--- src/rtl/alu_ctrl_pkg.sv ---
// Purpose : shared opcode encodings, instruction field positions and FSM/flag types for the ALU issue path.
// Latency : n/a (declarations only).
// Backpr. : n/a.
package alu_ctrl_pkg;

    // Opcode encodings, shared with the ALU so the two sides cannot drift apart.
    localparam logic [3:0] OP_AND = 4'b0000;
    localparam logic [3:0] OP_OR  = 4'b0001;
    localparam logic [3:0] OP_ADD = 4'b0010;
    localparam logic [3:0] OP_LS  = 4'b0011;
    localparam logic [3:0] OP_SRS = 4'b0100;
    localparam logic [3:0] OP_URS = 4'b0101;
    localparam logic [3:0] OP_SUB = 4'b0110;
    localparam logic [3:0] OP_SLT = 4'b0111;
    localparam logic [3:0] OP_RRO = 4'b1000;
    localparam logic [3:0] OP_LRO = 4'b1001;
    localparam logic [3:0] OP_LDI = 4'b1010;
    localparam logic [3:0] OP_NOT = 4'b1111;

    // Instruction word field positions.
    localparam int OPC_HI = 15;
    localparam int OPC_LO = 12;
    localparam int RD_HI  = 11;
    localparam int RD_LO  = 9;
    localparam int RS_HI  = 8;
    localparam int RS_LO  = 6;
    localparam int RT_HI  = 5;
    localparam int RT_LO  = 3;
    localparam int SH_HI  = 2;
    localparam int SH_LO  = 0;
    localparam int IMM_HI = 7;
    localparam int IMM_LO = 0;

    typedef enum logic [1:0] {
        IDLE = 2'd0,
        EXEC = 2'd1,
        WB   = 2'd2
    } state_t;

    typedef struct packed {
        logic cr;
        logic ov;
        logic ng;
        logic zr;
    } flags_t;

    // True for opcodes that are executed by the ALU proper.
    function automatic logic op_is_alu(input logic [3:0] op);
        return op inside {OP_AND, OP_OR, OP_ADD, OP_LS, OP_SRS, OP_URS,
                          OP_SUB, OP_SLT, OP_RRO, OP_LRO, OP_NOT};
    endfunction

    // Only the arithmetic ops produce meaningful carry/overflow.
    function automatic logic op_updates_cv(input logic [3:0] op);
        return (op == OP_ADD) || (op == OP_SUB);
    endfunction

endpackage

--- src/rtl/alu_issue_ctrl_if.sv ---
// Purpose : instruction issue handshake bundle (valid/ready + 16-bit instruction word).
// Latency : n/a (wires only).
// Backpr. : issuer holds instr_valid/instr until it sees instr_ready on the same edge.
// Ports   : master = instruction source, slave = issue controller.
interface alu_issue_ctrl_if;
    logic        instr_valid;
    logic        instr_ready;
    logic [15:0] instr;

    modport master (output instr_valid, output instr, input instr_ready);
    modport slave  (input instr_valid, input instr, output instr_ready);
endinterface

--- src/rtl/regfile_8x8.sv ---
// Purpose : 8x8 register file, two combinational read ports for operand fetch plus a debug read port.
// Latency : reads combinational, write lands on the rising edge with we_i.
// Backpr. : none; always accepts a write.
// Ports   : clk/rst, ra/rb operand reads, dbg read, single write port (we_i, wa_i, wd_i).
module regfile_8x8 #(
    parameter int NREGS = 8
) (
    input  logic       clk,
    input  logic       rst,
    input  logic [2:0] ra_addr_i,
    output logic [7:0] ra_data_o,
    input  logic [2:0] rb_addr_i,
    output logic [7:0] rb_data_o,
    input  logic [2:0] dbg_addr_i,
    output logic [7:0] dbg_data_o,
    input  logic       we_i,
    input  logic [2:0] wa_i,
    input  logic [7:0] wd_i
);

    logic [7:0] mem_q [NREGS];

    always_ff @(posedge clk or posedge rst) begin
        if (rst) begin
            for (int i = 0; i < NREGS; i++) begin
                mem_q[i] <= 8'h00;
            end
        end else if (we_i) begin
            mem_q[wa_i] <= wd_i;
        end
    end

    assign ra_data_o  = mem_q[ra_addr_i];
    assign rb_data_o  = mem_q[rb_addr_i];
    assign dbg_data_o = mem_q[dbg_addr_i];

endmodule

--- src/rtl/alu_issue_ctrl.sv ---
// Purpose : issues one reg-reg instruction to the external ALU, captures result/flags, writes back.
// Latency : 3 cycles per instruction (accept -> EXEC -> WB), done pulses in WB.
// Backpr. : instr_ready only in IDLE; instr_valid is ignored while an instruction is in flight.
// Ports   : clk/rst, issue (slave handshake), alu_* operand/result bus, done/illegal pulses,
//           flags {cr,ov,ng,zr}, dbg_addr/dbg_data register-file peek.
module alu_issue_ctrl
    import alu_ctrl_pkg::*;
#(
    parameter int NREGS   = 8,
    parameter int SHAMT_W = 5
) (
    input  logic               clk,
    input  logic               rst,
    alu_issue_ctrl_if.slave    issue,
    output logic [7:0]         alu_ina_o,
    output logic [7:0]         alu_inb_o,
    output logic [3:0]         alu_operation_o,
    output logic [SHAMT_W-1:0] alu_shamt_o,
    input  logic [7:0]         alu_out_i,
    input  logic               alu_cr_i,
    input  logic               alu_ov_i,
    input  logic               alu_ng_i,
    input  logic               alu_zr_i,
    output logic               done_o,
    output logic               illegal_o,
    output logic [3:0]         flags_o,
    input  logic [2:0]         dbg_addr_i,
    output logic [7:0]         dbg_data_o
);

    state_t               state_q, state_d;
    logic [3:0]           opc_q, opc_d;
    logic [2:0]           rd_q, rd_d;
    logic [7:0]           imm_q, imm_d;
    logic [7:0]           ina_q, ina_d;
    logic [7:0]           inb_q, inb_d;
    logic [3:0]           aluop_q, aluop_d;
    logic [SHAMT_W-1:0]   shamt_q, shamt_d;
    logic [7:0]           res_q, res_d;
    flags_t               res_flags_q, res_flags_d;
    flags_t               flags_q, flags_d;

    logic                 hs;
    logic                 is_illegal;
    logic [7:0]           rs_data, rt_data;
    logic                 rf_we;
    logic [7:0]           rf_wd;

    // Operands are read straight off the incoming word so they can be registered on the accept edge.
    regfile_8x8 #(.NREGS(NREGS)) u_rf (
        .clk        (clk),
        .rst        (rst),
        .ra_addr_i  (issue.instr[RS_HI:RS_LO]),
        .ra_data_o  (rs_data),
        .rb_addr_i  (issue.instr[RT_HI:RT_LO]),
        .rb_data_o  (rt_data),
        .dbg_addr_i (dbg_addr_i),
        .dbg_data_o (dbg_data_o),
        .we_i       (rf_we),
        .wa_i       (rd_q),
        .wd_i       (rf_wd)
    );

    assign issue.instr_ready = (state_q == IDLE);
    assign hs                = issue.instr_valid && issue.instr_ready;
    assign is_illegal        = !op_is_alu(opc_q) && (opc_q != OP_LDI);

    always_comb begin
        state_d     = state_q;
        opc_d       = opc_q;
        rd_d        = rd_q;
        imm_d       = imm_q;
        ina_d       = ina_q;
        inb_d       = inb_q;
        aluop_d     = aluop_q;
        shamt_d     = shamt_q;
        res_d       = res_q;
        res_flags_d = res_flags_q;
        flags_d     = flags_q;
        done_o      = 1'b0;
        illegal_o   = 1'b0;
        rf_we       = 1'b0;
        rf_wd       = res_q;

        case (state_q)
            IDLE: begin
                if (hs) begin
                    opc_d   = issue.instr[OPC_HI:OPC_LO];
                    rd_d    = issue.instr[RD_HI:RD_LO];
                    imm_d   = issue.instr[IMM_HI:IMM_LO];
                    ina_d   = rs_data;
                    inb_d   = rt_data;
                    aluop_d = issue.instr[OPC_HI:OPC_LO];
                    shamt_d = SHAMT_W'(issue.instr[SH_HI:SH_LO]);
                    state_d = EXEC;
                end
            end
            EXEC: begin
                res_d       = alu_out_i;
                res_flags_d = '{cr: alu_cr_i, ov: alu_ov_i, ng: alu_ng_i, zr: alu_zr_i};
                state_d     = WB;
            end
            WB: begin
                done_o    = 1'b1;
                illegal_o = is_illegal;
                if (!is_illegal) begin
                    rf_we = 1'b1;
                    rf_wd = (opc_q == OP_LDI) ? imm_q : res_q;
                end
                // LDI and illegal ops leave the flag register untouched.
                if (op_is_alu(opc_q)) begin
                    flags_d.ng = res_flags_q.ng;
                    flags_d.zr = res_flags_q.zr;
                    if (op_updates_cv(opc_q)) begin
                        flags_d.cr = res_flags_q.cr;
                        flags_d.ov = res_flags_q.ov;
                    end
                end
                state_d = IDLE;
            end
            default: state_d = IDLE;
        endcase
    end

    always_ff @(posedge clk or posedge rst) begin
        if (rst) begin
            state_q     <= IDLE;
            opc_q       <= 4'h0;
            rd_q        <= 3'd0;
            imm_q       <= 8'h00;
            ina_q       <= 8'h00;
            inb_q       <= 8'h00;
            aluop_q     <= 4'h0;
            shamt_q     <= '0;
            res_q       <= 8'h00;
            res_flags_q <= '0;
            flags_q     <= '0;
        end else begin
            state_q     <= state_d;
            opc_q       <= opc_d;
            rd_q        <= rd_d;
            imm_q       <= imm_d;
            ina_q       <= ina_d;
            inb_q       <= inb_d;
            aluop_q     <= aluop_d;
            shamt_q     <= shamt_d;
            res_q       <= res_d;
            res_flags_q <= res_flags_d;
            flags_q     <= flags_d;
        end
    end

    assign alu_ina_o       = ina_q;
    assign alu_inb_o       = inb_q;
    assign alu_operation_o = aluop_q;
    assign alu_shamt_o     = shamt_q;
    assign flags_o         = flags_q;

endmodule

--- src/flat_wrapper.sv ---
// flat-port wrapper written by rule: the top's interface ports become plain ports
module alu_issue_ctrl_flat import alu_ctrl_pkg::*;
#(
    parameter int NREGS   = 8,
    parameter int SHAMT_W = 5
)
  (clk, rst, alu_ina_o, alu_inb_o, alu_operation_o, alu_shamt_o, alu_out_i, alu_cr_i, alu_ov_i, alu_ng_i, alu_zr_i, done_o, illegal_o, flags_o, dbg_addr_i, dbg_data_o, issue_instr_valid, issue_instr, issue_instr_ready);
  alu_issue_ctrl_if issue_i ();
  input  logic clk;
  input  logic rst;
  output logic [7:0] alu_ina_o;
  output logic [7:0] alu_inb_o;
  output logic [3:0] alu_operation_o;
  output logic [SHAMT_W-1:0] alu_shamt_o;
  input  logic [7:0] alu_out_i;
  input  logic alu_cr_i;
  input  logic alu_ov_i;
  input  logic alu_ng_i;
  input  logic alu_zr_i;
  output logic done_o;
  output logic illegal_o;
  output logic [3:0] flags_o;
  input  logic [2:0] dbg_addr_i;
  output logic [7:0] dbg_data_o;
  input wire logic [$bits(issue_i.instr_valid)-1:0] issue_instr_valid;
  input wire logic [$bits(issue_i.instr)-1:0] issue_instr;
  output wire logic [$bits(issue_i.instr_ready)-1:0] issue_instr_ready;
  assign issue_i.instr_valid = issue_instr_valid;
  assign issue_i.instr = issue_instr;
  assign issue_instr_ready = issue_i.instr_ready;
  alu_issue_ctrl #(.NREGS(NREGS), .SHAMT_W(SHAMT_W)) u_core (.clk(clk), .rst(rst), .issue(issue_i), .alu_ina_o(alu_ina_o), .alu_inb_o(alu_inb_o), .alu_operation_o(alu_operation_o), .alu_shamt_o(alu_shamt_o), .alu_out_i(alu_out_i), .alu_cr_i(alu_cr_i), .alu_ov_i(alu_ov_i), .alu_ng_i(alu_ng_i), .alu_zr_i(alu_zr_i), .done_o(done_o), .illegal_o(illegal_o), .flags_o(flags_o), .dbg_addr_i(dbg_addr_i), .dbg_data_o(dbg_data_o));
endmodule
--- config.mk ---
export PLATFORM = sky130hd
export DESIGN_NAME = alu_issue_ctrl_flat
export DESIGN_NICKNAME = d
export VERILOG_FILES = /design/src/rtl/alu_ctrl_pkg.sv /design/src/rtl/alu_issue_ctrl_if.sv /design/src/rtl/regfile_8x8.sv /design/src/rtl/alu_issue_ctrl.sv /design/src/flat_wrapper.sv
export SDC_FILE = /design/constraint.sdc
export NUM_CORES = 1
export LEC_CHECK = 0
export BUFFER_PORTS_ARGS = -buffer_cell sky130_fd_sc_hd__buf_2
export CORE_UTILIZATION = 53
export CTS_CLUSTER_DIAMETER = 50
export DETAILED_ROUTE_END_ITERATION = 16
export PLACE_DENSITY = 0.77
export SLEW_MARGIN = 20
export SYNTH_ARGS = -nofsm -noshare
export SYNTH_HDL_FRONTEND = slang
export SYNTH_SLANG_ARGS = --single-unit
--- constraint.sdc ---
create_clock -name clk -period 4 [get_ports clk]
set_input_delay 1.2 -clock clk [delete_from_list [all_inputs] [get_ports clk]]
set_output_delay 1.2 -clock clk [all_outputs]
set_load 0.01 [all_outputs]
==> results.md <==
* Outcome: finished, final reports clean
* Die H at 108 um
* Post-route design area at 0.00693 sq mm
* Synth area leaders: dfrtp_1 47%, mux4_2 18%, mux2_2 16%
* Max_slew headroom at 0.344
* Worst-skew pair later-pin latency at 520 ps
* Antenna viol nets, final at 0
* CP Launch Type: primary input
* CTS sink cnt at 113
* Largest net degree at the start of global routing at 51
* Hpwl dp at 8350 um
* Met3 wire len at 736 um
* Root buffer cell: clkbuf_8
* Gp weighted congestion at 0.791
* WL/cell at 21.9 um
* Netlist cell types at 35
* Top Layer Used: met4
* WL met2 at 6860 um
* Hold/Removal Path Class: flop to flop
* Final min period at 3670 ps
* TritonCTS buffer count at 17
* Tcrit/Tclk final at 0.917
* Critical Path RT at 2800 ps
* Crit Path Category: primary input to output port
* Switching Share at 0.303
* Clk pin slew, worst setup/hold paths at 50 ps
* Hold Path End: u_core.res_q[2]
* M1 WL at 5350 um
* Vias in the first global route at 3931
* GRT Total Usage at 0.251
* HP Start: u_core.res_q[2]
* Max-cap violation count at 0
* Starting Density at 0.548
* Post-DR vias/cell at 6.06
* Antenna violations before repair at 0
* Sequential power share at 0.407
* RSZ-0062 raised after global routing: no
* Die width at 108 um
* Detailed Routing Iterations Pass 1 at 4
* Critical R2R Capture: u_core.u_rf.mem_q[45]
* Clk pwr share at 0.274
* Deepest clock path buffer count at 2
* Cts hold-fix bufs at 0
* CP endpoint kind: output port
* PwrDens at 725 mW/mm^2
* Filler instances at 775
* VDD IR max at 307 uV
* WL final at 13200 um
* Mapped Area at 0.00597 sq mm
* Worst R2R Setup Slack at 1800 ps
* Syn avg cell area at 15.5 sq um
* Internal at 3.50 mW
* Max frequency at 0.273 GHz
* ANT cells at 0
* Final Hold Viols at 0
* CTS resizes at 0
* Nets at 484
* Seq/Total Area, Yosys at 0.474
* Yosys top cell by area: dfrtp_1
* R2R Path Start: u_core.opc_q[2]
* Leakage power at 3.13 nW
* Finish-stage setup viols at 0
* DR iter-0 viols at 248
* Final Max Slew Viols at 0
* CTS H-tree lvls at 4
* Hold Slack at 501 ps
* Synth Register Bits at 113
* Synth top area share at 0.474
* NetSw at 1.52 mW
* Io pins at 74
* Crit path DAT at 2470 ps
* Worst slew pin tran at 984 ps
* Hold path depth at 1
* Post-Synthesis Cells at 386
* R2R cell count at 4
* Core box area at 0.0109 sq mm
* Port Buffers at 71
* CTS tree: done
* Grt total ovfl at 0
* Setup bufs post-CTS at 0
* Logic pwr share at 0.320
* Final Util at 0.636
* Yosys warns at 0
* Clock skew at 5.27 ps
* Area growth from synthesis to layout at 16.1%
* Row count at 38
* Crit path max fanout at 9
* Vias at 3649
* Placed instance area at 0.00639 sq mm
* Drt drc at 0
* Fraction of layout cells with a size suffix above 1 at 0.580
* Full die area at 0.0117 sq mm
* First-pass GRT wire length at 21400 um
* Setup TNS at 0 ps
-- kinds of logic after synthesis --
| group | after synthesis | share of synthesized area |
|---|---|---|
| buffers and inverters | 36 | 0.0304 |
| DFF | 113 | 0.474 |
| AOI/OAI and AO/OA | 23 | 0.0224 |
| and+or+nand+nor | 40 | 0.0440 |
| muxes | 173 | 0.429 |
| other | 1 | 0.000628 |
-- synth_stat cells (all sizes together) --
cell / number
o21ai: 4
clkbuf: 9
dfrtp: 113
or4b: 1
or3: 1
nand2: 4
nor2: 19
nand3: 2
conb: 1
and2: 1
nand3b: 1
mux2: 109
inv: 5
nor3b: 1
and3: 1
nor4b: 2
a211oi: 1
buf: 22
nand2b: 3
nor4: 2
or4: 2
mux4: 48
a21bo: 1
a21oi: 17
mux2i: 16
-- power by group through the flow --
| stage | combinational, mW | sequential (mW) | clock, mW |
|---|---|---|---|
| 2_1_floorplan | 1.22 | 1.96 | 0 |
| 3_3_place_gp | 1.56 | 2.00 | 0 |
| 3_5_place_dp | 1.60 | 2.03 | 0 |
| 4_1_cts | 1.62 | 2.03 | 1.39 |
| 5_1_grt | 1.74 | 2.10 | 1.44 |
| 6_report | 1.60 | 2.04 | 1.37 |
-- per-stage QoR --
step	std cells	power, mW	setup WS, ps
2_1_floorplan	387	3.18	286
3_3_place_gp	571	3.55	365
3_5_place_dp	571	3.64	358
4_1_cts	602	5.04	344
5_1_grt	602	5.28	309
6_report	602	5.02	333
-- critical path: stages --
cell and delay, ps:
buf_2 270, buf_4 250, mux4_2 310, mux2_2 290
buf_2 140
-- final cells by class --
type / instances / area [sq um] / share of cell area
Tap cell: 140 / 175 / 0.0253
Timing Repair Buffer: 75 / 398 / 0.0574
Clock inverter: 6 / 55.1 / 0.00795
Inverter: 5 / 22.5 / 0.00325
Multi-Input combinational cell: 238 / 2960 / 0.428
Sequential cell: 113 / 2830 / 0.408
Clock buffer: 25 / 484 / 0.0699
-- state kept, by name, indices dropped and copies added, names as in the netlist --
register	count
u_core.imm_q	8
u_core.res_q	8
u_core.u_rf.mem_q	64
u_core.alu_ina_o	8
u_core.alu_inb_o	8
u_core.flags_o	4
u_core.opc_q	4
u_core.rd_q	3
u_core.res_flags_q	4
u_core.state_q	2
-- routing by layer --
| metal | up-vias | global-route usage |
|---|---|---|
| met4 | 0 | 0.0881 |
| met3 | 27 | 0.0669 |
| met1 | 1900 | 0.315 |
| li1 | 1592 | - |
| met2 | 130 | 0.421 |
| met5 | - | 0 |
-- worst max-delay path by stage --
stage | start | endpoint | slack, ps | cells after the start
floorplan | dbg_addr_i[0] | dbg_data_o[0] | 290 | 4
global placement | dbg_addr_i[1] | dbg_data_o[7] | 360 | 5
detailed placement | dbg_addr_i[1] | dbg_data_o[7] | 360 | 5
CTS | dbg_addr_i[1] | dbg_data_o[1] | 340 | 5
global route | dbg_addr_i[1] | dbg_data_o[6] | 310 | 5
finish | dbg_addr_i[1] | dbg_data_o[1] | 330 | 5
-- cell usage in the layout, fill, tap and decap left out, types with 2 or more instances in the layout --
cell type	count
a21oi_1	16
buf_2	71
buf_4	3
clkbuf_1	4
clkbuf_16	16
clkbuf_8	5
clkinv_2	5
conb_1	2
dfrtp_1	113
inv_1	3
mux2_1	2
mux2_2	83
mux2_4	24
mux2i_1	16
mux4_2	48
nand2_1	3
nand2b_1	2
nand3_1	2
nor2_1	19
nor4_4	2
o21ai_0	4
or4_1	2
No activity file was read; power rests on OpenSTA's default activity.
